File: src/rtl/display_pkg.sv
// Constants shared by the display scanner and the seven-segment decoder.
// Segment vectors are seg[6:0] = {g,f,e,d,c,b,a}, active-high.
package display_pkg;

  localparam int DIGIT_W = 4;
  localparam int SEG_W   = 7;

  // The blank output resets high so no segment is ever driven during reset.
  localparam logic BLANK_RST = 1'b1;

  typedef enum logic [2:0] {
    SEG_A = 3'd0,
    SEG_B = 3'd1,
    SEG_C = 3'd2,
    SEG_D = 3'd3,
    SEG_E = 3'd4,
    SEG_F = 3'd5,
    SEG_G = 3'd6
  } seg_bit_e;

  // The index width must never collapse to zero bits, even for a single digit.
  function automatic int idx_width(input int n);
    return (n > 1) ? $clog2(n) : 1;
  endfunction

endpackage

File: src/rtl/clk_prescaler.sv
// Free-running divider: tick is high for one cycle out of every DIV cycles.
module clk_prescaler #(
  parameter int DIV = 50000
) (
  input  logic clk,
  input  logic rst,
  output logic tick
);

  localparam int CW = (DIV > 1) ? $clog2(DIV) : 1;

  logic [CW-1:0] pcnt;

  assign tick = (pcnt == CW'(DIV - 1));

  // NOTE: sequential state is always assigned with <= so that every flop samples pre-edge values.
  always_ff @(posedge clk) begin
    if (rst || tick) pcnt <= '0;
    else             pcnt <= pcnt + CW'(1);
  end

endmodule

File: src/rtl/display_scanner.sv
// Time-multiplexed scanner for a multi-digit seven-segment display.
// The displayed value is swapped only at frame boundaries, so a frame never tears.
module display_scanner
  import display_pkg::*;
#(
  parameter int CLK_DIV    = 50000,
  parameter int NUM_DIGITS = 4
) (
  input  logic                          clk,
  input  logic                          rst,
  input  logic [DIGIT_W*NUM_DIGITS-1:0] value_in,
  input  logic                          load,
  input  logic                          blank_lz,
  output logic [DIGIT_W-1:0]            bcd,
  output logic [NUM_DIGITS-1:0]         digit_sel,
  output logic                          blank,
  output logic                          frame_done
);

  localparam int                VAL_W    = DIGIT_W * NUM_DIGITS;
  localparam int                IDX_W    = idx_width(NUM_DIGITS);
  localparam logic [IDX_W-1:0]  IDX_LAST = IDX_W'(NUM_DIGITS - 1);

  logic             tick;
  logic             boundary;
  logic [IDX_W-1:0] idx;
  logic [VAL_W-1:0] shadow;
  logic [VAL_W-1:0] disp;
  logic             pending;

  logic [DIGIT_W-1:0]    nib [NUM_DIGITS];
  logic [NUM_DIGITS-1:0] blanked_vec;
  logic                  any_nz;
  logic                  cur_blanked;

  clk_prescaler #(.DIV(CLK_DIV)) u_prescaler (
    .clk  (clk),
    .rst  (rst),
    .tick (tick)
  );

  assign boundary = tick && (idx == IDX_LAST);

  // Walk from the most significant digit down, accumulating "some higher nibble is nonzero".
  // NOTE: every always_comb output gets a value before the loop, so no latch can be inferred.
  always_comb begin
    any_nz      = 1'b0;
    blanked_vec = '0;
    for (int i = NUM_DIGITS - 1; i >= 0; i--) begin
      nib[i]         = disp[i*DIGIT_W +: DIGIT_W];
      any_nz         = any_nz | (|nib[i]);
      blanked_vec[i] = (i != 0) && blank_lz && !any_nz;
    end
  end

  assign cur_blanked = blanked_vec[idx];

  always_ff @(posedge clk) begin
    if (rst) begin
      idx        <= '0;
      shadow     <= '0;
      disp       <= '0;
      pending    <= 1'b0;
      bcd        <= '0;
      digit_sel  <= '0;
      blank      <= BLANK_RST;
      frame_done <= 1'b0;
    end else begin
      if (tick) idx <= (idx == IDX_LAST) ? '0 : idx + IDX_W'(1);

      if (load) shadow <= value_in;

      // A load landing on the boundary itself bypasses shadow and is never left pending.
      if (boundary) begin
        if (load)         disp <= value_in;
        else if (pending) disp <= shadow;
        pending <= 1'b0;
      end else if (load) begin
        pending <= 1'b1;
      end

      bcd        <= nib[idx];
      digit_sel  <= cur_blanked ? '0 : (NUM_DIGITS'(1) << idx);
      blank      <= cur_blanked;
      frame_done <= boundary;
    end
  end

endmodule

File: config.mk
export PLATFORM = sky130hd
export DESIGN_NAME = display_scanner
export DESIGN_NICKNAME = d
export VERILOG_FILES = /design/src/rtl/display_pkg.sv /design/src/rtl/clk_prescaler.sv /design/src/rtl/display_scanner.sv
export SDC_FILE = /design/constraint.sdc
export NUM_CORES = 1
export LEC_CHECK = 0
export ABC_CLOCK_PERIOD_IN_PS = 6000
export CAP_MARGIN = 40
export CORE_MARGIN = 2
export CORE_UTILIZATION = 55
export CTS_CLUSTER_DIAMETER = 200
export DETAILED_ROUTE_END_ITERATION = 10
export GPL_ROUTABILITY_DRIVEN = 0
export GPL_TIMING_DRIVEN = 0
export PLACE_DENSITY = 0.9
export RECOVER_POWER = 100
export SETUP_SLACK_MARGIN = 0.15
export SLEW_MARGIN = 20
export SYNTH_ARGS = -nofsm -noshare
export SYNTH_HDL_FRONTEND = slang
export SYNTH_SLANG_ARGS = --single-unit
File: constraint.sdc
create_clock -name clk -period 6 [get_ports clk]
set_input_delay 1.5 -clock clk [delete_from_list [all_inputs] [get_ports clk]]
set_output_delay 1.5 -clock clk [all_outputs]
set_load 0.01 [all_outputs]
==> run summary, run 1 <==
Worst-path clk slew - 0.07 ns
CP Max Fanout - 10
Multi-input logic area - 1170 um^2
Worst hold start - u_prescaler.pcnt[0]
Final nets - 293
DIE WIDTH - 72.1 um
Fin crit share - 56.4%
Static leakage - 1.21 nW
Final-layout fill cell count - 338
Site Rows - 24
Hold Buf Count CTS - 0
Clock Skew - 0.00640 ns
# IOs - 30
Hold Violations, Final - 0
Vias in the first global route - 1719
Rel. slew slack - 36.3%
Ys flop type - dfxtp_1
CP endpoint kind - flop
Starting DRC count in detailed routing - 145
Hold crit path type - reg2reg
Period minus WS final - 3.38 ns
Clock Tree Buf Depth - 2
WHS Path Cells - 1
Area growth from synthesis to layout - 16.8%
Sequential area share after synthesis - 47.9%
CP cell instances - ha_1, nand3_1, nor4_1, and3b_1, clkbuf_1, clkbuf_1, mux2_1
Initial core utilization - 57.8%
Post-synth EDFFs - 0
WL met2 - 2280 um
Via density - 5.39
Syn Inst Count - 233
Wl on met1 - 2270 um
Worst-skew pair later-pin latency - 0.34 ns
Synth Area per Inst - 10.9 um^2
Worst Hold End - u_prescaler.pcnt[0]
Vias - 1769
# clock sinks - 61
TritonCTS clock tree - done
First-pass GRT wire length - 8000 um
Final ANT Viol Nets - 0
TritonRoute pass-1 iters - 4
Mapped cell area - 2550 um^2
CP startpoint kind - flop
N_diodes - 0
Gr ovfl total - 0
Synthesized flop and latch total - 61
WP data arrival - 3.60 ns
Setup violators final - 0
Port Buffers - 27
Post-Route WL - 4870 um
Drt wl/cell - 14.8 um
Synth cell types - 39
WL met3 - 197 um
Sequential cell area - 1220 um^2
Share of layout cells above drive strength 1 - 14.5%
Reg-to-reg endpoint - disp[9]
Achievable frequency - 296 MHz
Crit Reg-Reg Startpoint - u_prescaler.pcnt[0]
Die Y - 72.1 um
Hold_ws - 0.474 ns
Initial antenna violation count - 0
Total of warnings raised by yosys - 0
Clock Tree Root - clkbuf_8
RSZ-0062 raised after global routing - false
Slew Limit Fails - 0
Post-route setup TNS - 0 ns
Top layer in use - met4
CTS-repair resized insts - 0
P per Cell Area - 270 nW/um^2
Slowest stage delay, CP - 0.90 ns
# Post-CTS Setup Buffers - 0
Max IR drop VDD - 151 uV
Req. time, crit path - 6.22 ns
Post-synthesis async set-or-reset flop share - 0%
CP max stage cell - nor4_1
H-Tree Level Count - 3
Detailed Place HPWL - 3310 um
Core area - 4410 um^2
Die Area - 5200 um^2
Status - completed
Final routed DRC violation total - 0
FF-to-FF setup slack - 2.62 ns
Slew @ Worst Pin - 0.947 ns
MaxCap Viol Count - 0
Mapped Nets - 255
Reg2reg path depth - 7
Power Total - 0.000806 W
CP dominant cell by count - clkbuf_1
Critical path type - reg2reg
CTS buffer count - 9
Gr usage total - 20.7%
Largest net degree at the start of global routing - 11
## cells in the mapped netlist, types with 2 or more instances
master    instances  area share (%)
mux2_4           10             5.9
buf_6             2            0.88
mux4_2            4             3.5
nand4_1           4            0.98
nand2b_1          2            0.49
nor2b_1          10             2.5
xor2_1            4             1.4
inv_1             2            0.29
nand2_1           6            0.88
xnor2_1          10             3.4
nor4_1            7             1.7
ha_1              2            0.98
mux2_2            6             2.6
clkbuf_8          2             1.1
mux2i_1          18             7.1
nor2_1           40             5.9
nand3_1           5            0.98
and2b_2          10             3.4
dfxtp_1          61              48
nor3_1            4            0.79
clkbuf_1          6            0.88
## layout make-up
cell class	instances	area share, %
plain buffers	13	1.64
clock buffers	13	6.01
clock inverters	3	0.588
inverters	2	0.252
multi-input cells	157	39.3
flip-flops and latches	61	41.0
well taps	52	2.18
repair buffers	27	9.07
## registers in the layout (all words and copies together), names as in the netlist
name	cells
disp	16
u_prescaler.pcnt	16
idx	2
blank	1
shadow	16
bcd	4
frame_done	1
pending	1
digit_sel	4
## cell families (layout without fill, tap and decap cells)
kind of cell | Yosys count | in the layout | synth area share [%]
DFF | 61 | 61 | 47.9
and+or+nand+nor | 97 | 97 | 21.1
muxes | 38 | 38 | 19.1
xor gates and xnor gates | 14 | 14 | 4.81
buffers and inverters | 15 | 58 | 4.32
AOI/OAI and AO/OA | 6 | 6 | 1.72
adders and majority gates | 2 | 2 | 0.981
## worst max-delay path: cells and delay by family, from the launching register on
kind	cells	cell delay (ns)
fa+ha+maj	1	0.21
buf+inv	2	0.84
flops	1	0.38
mux	1	0.39
simple gates	3	1.45
## stage by stage
step           instances  worst slack, ns  cell area [um^2]  util, %
4_1_cts              328             3.29              3080     69.8
3_5_place_dp         312             3.09              2890     65.4
6_report             328             2.62              2980     67.5
3_3_place_gp         312             3.12              2890     65.4
2_1_floorplan        233             3.28              2550        -
5_1_grt              328             2.31              2980     67.5
## layer usage
metal	GRT usage (%)	up-vias
met3	4.86	10
met1	25.1	841
met2	32.9	46
met4	13.2	0
li1	-	872
met5	0	-
## how the worst max path moves through the flow
stage,startpoint,end,slack [ns],cells after the start
3_5_place_dp,load,disp[6],3.09,5
4_1_cts,digit_sel[0],digit_sel[0],3.29,1
2_1_floorplan,load,disp[10],3.28,5
6_report,u_prescaler.pcnt[0],disp[9],2.62,7
3_3_place_gp,load,disp[11],3.12,5
5_1_grt,u_prescaler.pcnt[0],disp[9],2.31,7
## cells in the final DEF (no fill, tap or decap), types with 2 or more instances in the layout
cell type         n
and2b_2          10
clkbuf_1         13
clkbuf_8         13
clkdlybuf4s50_1  17
clkinv_2          2
dfxtp_1          61
dlygate4sd3_1    10
ha_1              2
inv_1             2
mux2_1            9
mux2_2            6
mux2i_1          18
mux4_2            4
nand2_1           6
nand2b_1          2
nand3_1           5
nand4_1           4
nor2_1           40
nor2b_1          10
nor3_1            4
nor4_1            8
xnor2_1          10
xor2_1            4
## where the power goes
part           total (W)  leakage, nW  switching [W]  internal (W)
combinational  0.0000409        0.615      0.0000194     0.0000215
clock           0.000346        0.101       0.000153      0.000193
sequential      0.000418        0.496     0.00000388      0.000414
(Power assumes the default switching activity.)
==> inputs of run 2 (changes only) <==
Settings changed: ABC_CLOCK_PERIOD_IN_PS 6000 to 3200.
Clock period 6 ns to 3.2 ns, I/O delays scaled along.
==> run 2 against run 1 <==
  * Core utilization increased by 1.5 points
  * First-iteration DRC count down 13%
  * Flip-flop and latch count unchanged
  * Power up 88%
  * Combinational power rose by 89%
  * Worst hold slack about the same
  * Count of clock-buffer cells in the layout unchanged
  * Via count fell by 0.40%
  * Sequential power up 88%
==> run summary, run 2 (synthesized netlist as in run 1, its figures left out) <==
First-pass GRT wire length - 8000 um (unchanged)
Critical path type - reg2reg
Core area - 4410 um^2 (unchanged)
Detailed Place HPWL - 3310 um (unchanged)
Via density - 5.37 (-0.40%)
Area growth from synthesis to layout - 19.4%
Gr ovfl total - 0 (unchanged)
Port Buffers - 27 (unchanged)
Worst-skew pair later-pin latency - 0.34 ns (about the same)
Req. time, crit path - 3.43 ns (-2.79 ns)
Reg2reg path depth - 7 (unchanged)
RSZ-0062 raised after global routing - false
Clock Tree Buf Depth - 2 (unchanged)
Largest registers - disp: 16 flops, shadow: 16 flops, u_prescaler.pcnt: 16 flops
TritonCTS clock tree - done
Drt wl/cell - 14.7 um (-0.64%)
Fin crit share - 83.5% (+27 points)
Fin util - 69.0% (+1.5 points)
WP data arrival - 2.90 ns (-0.70 ns)
Gr usage total - 20.7% (unchanged)
MaxCap Viol Count - 0 (unchanged)
Die Area - 5200 um^2 (unchanged)
# IOs - 30 (unchanged)
Multi-input logic area - 1220 um^2 (+4.2%)
Post-Route WL - 4840 um (-0.64%)
Largest net degree at the start of global routing - 11 (unchanged)
Slew @ Worst Pin - 0.680 ns (-0.267 ns)
Hold Violations, Final - 0 (unchanged)
Initial antenna violation count - 0 (unchanged)
DIE WIDTH - 72.1 um (unchanged)
Die Y - 72.1 um (unchanged)
Final nets - 293 (unchanged)
CTS-repair resized insts - 0 (unchanged)
Final Instance Area - 3040 um^2 (+2.2%)
Most frequent cells in the layout - dfxtp_1 (61), nor2_1 (40), mux2i_1 (18)
Clock Skew - 0.00559 ns (-0.000815 ns)
Vias in the first global route - 1719 (unchanged)
Status - completed
P per Cell Area - 497 nW/um^2 (+84%)
Slew Limit Fails - 0 (unchanged)
CP Max Fanout - 10 (unchanged)
CTS buffer count - 9 (unchanged)
FF-to-FF setup slack - 0.53 ns (-2.09 ns)
N_diodes - 0 (unchanged)
Rel. slew slack - 54.7% (+18 points)
Final-layout fill cell count - 320 (-5.3%)
Final ANT Viol Nets - 0 (unchanged)
H-Tree Level Count - 3 (unchanged)
TritonRoute pass-1 iters - 4 (unchanged)
Achievable frequency - 374 MHz (+27%)
CP endpoint kind - flop
Max IR drop VDD - 289 uV (+91%)
# clock sinks - 61 (unchanged)
Hold Buf Count CTS - 0 (unchanged)
Period minus WS final - 2.67 ns (-0.709 ns)
Clock Tree Root - clkbuf_8
Sequential cell area - 1220 um^2 (unchanged)
WHS Path Cells - 1 (unchanged)
Starting DRC count in detailed routing - 126 (-13%)
Setup violators final - 0 (unchanged)
Hold crit path type - reg2reg
Vias - 1762 (-0.40%)
Share of layout cells above drive strength 1 - 18.5% (+4.0 points)
Initial core utilization - 57.8% (unchanged)
Worst-path clk slew - 0.07 ns (about the same)
Post-DP Area - 2890 um^2 (unchanged)
CP startpoint kind - flop
Site Rows - 24 (unchanged)
Final routed DRC violation total - 0 (unchanged)
Most common cell after layout, fill and taps aside - dfxtp_1
Static leakage - 1.22 nW (+0.29%)
Post-route setup TNS - 0 ns (unchanged)
# Post-CTS Setup Buffers - 0 (unchanged)
-- run 2: cell count changes in the layout (fill, tap and decap cells not counted), sizes merged --
cell,previous run,this run
buf,0,1
clkbuf,26,25
-- run 2: layer usage --
layer  wire length (um)  share of wire, %  global-route usage [%]
met3                192               4.0                    4.86
met2               2290                47                    32.9
met1               2230                46                    25.1
met4                119               2.5                    13.2
met5                  0                 0                       0
-- run 2: worst paths after layout --
check	endpoint	from
setup / recovery	disp[13]	u_prescaler.pcnt[0]
hold / removal	u_prescaler.pcnt[0]	u_prescaler.pcnt[0]
setup reg to reg	disp[13]	u_prescaler.pcnt[0]
hold reg to reg	u_prescaler.pcnt[0]	u_prescaler.pcnt[0]
-- run 2: worst max-delay path, stage by stage, from the launching register on --
cell	delay, ns
dfxtp_1	0.38
ha_1	0.21
nand3_1	0.32
nor4_4	0.52
and3b_1	0.22
clkbuf_1	0.40
buf_12	0.21
mux2_4	0.30
-- run 2: metrics by stage --
| step | setup slack (ns) | power, W | hold WS (ns) | std cells |
|---|---|---|---|---|
| after floorplan | 1.11 | 0.000846 | 0.438 | 233 |
| after global placement | 0.905 | 0.000878 | 0.453 | 312 |
| after detailed placement | 0.849 | 0.000883 | 0.467 | 312 |
| after CTS | 0.801 | 0.00153 | 0.481 | 328 |
| after global routing | 0.345 | 0.00156 | 0.499 | 328 |
| final | 0.527 | 0.00151 | 0.474 | 328 |
-- run 2: where the power goes --
group / total (W) / switching [W] / leakage, nW / internal (W)
logic: 0.0000771 / 0.0000366 / 0.619 / 0.0000406
registers: 0.000784 / 0.00000722 / 0.496 / 0.000777
clock network: 0.000653 / 0.000290 / 0.101 / 0.000363
total: 0.00151 / 0.000334 / 1.22 / 0.00118
-- run 2: area by class of cell --
class,instances,share of cell area (%)
buffer,13,2.14
clock buffer,13,5.88
clock inverter,3,0.575
inverter,2,0.247
multi-input combinational,157,40.0
sequential,61,40.1
tap,52,2.14
timing repair buffer,27,8.88
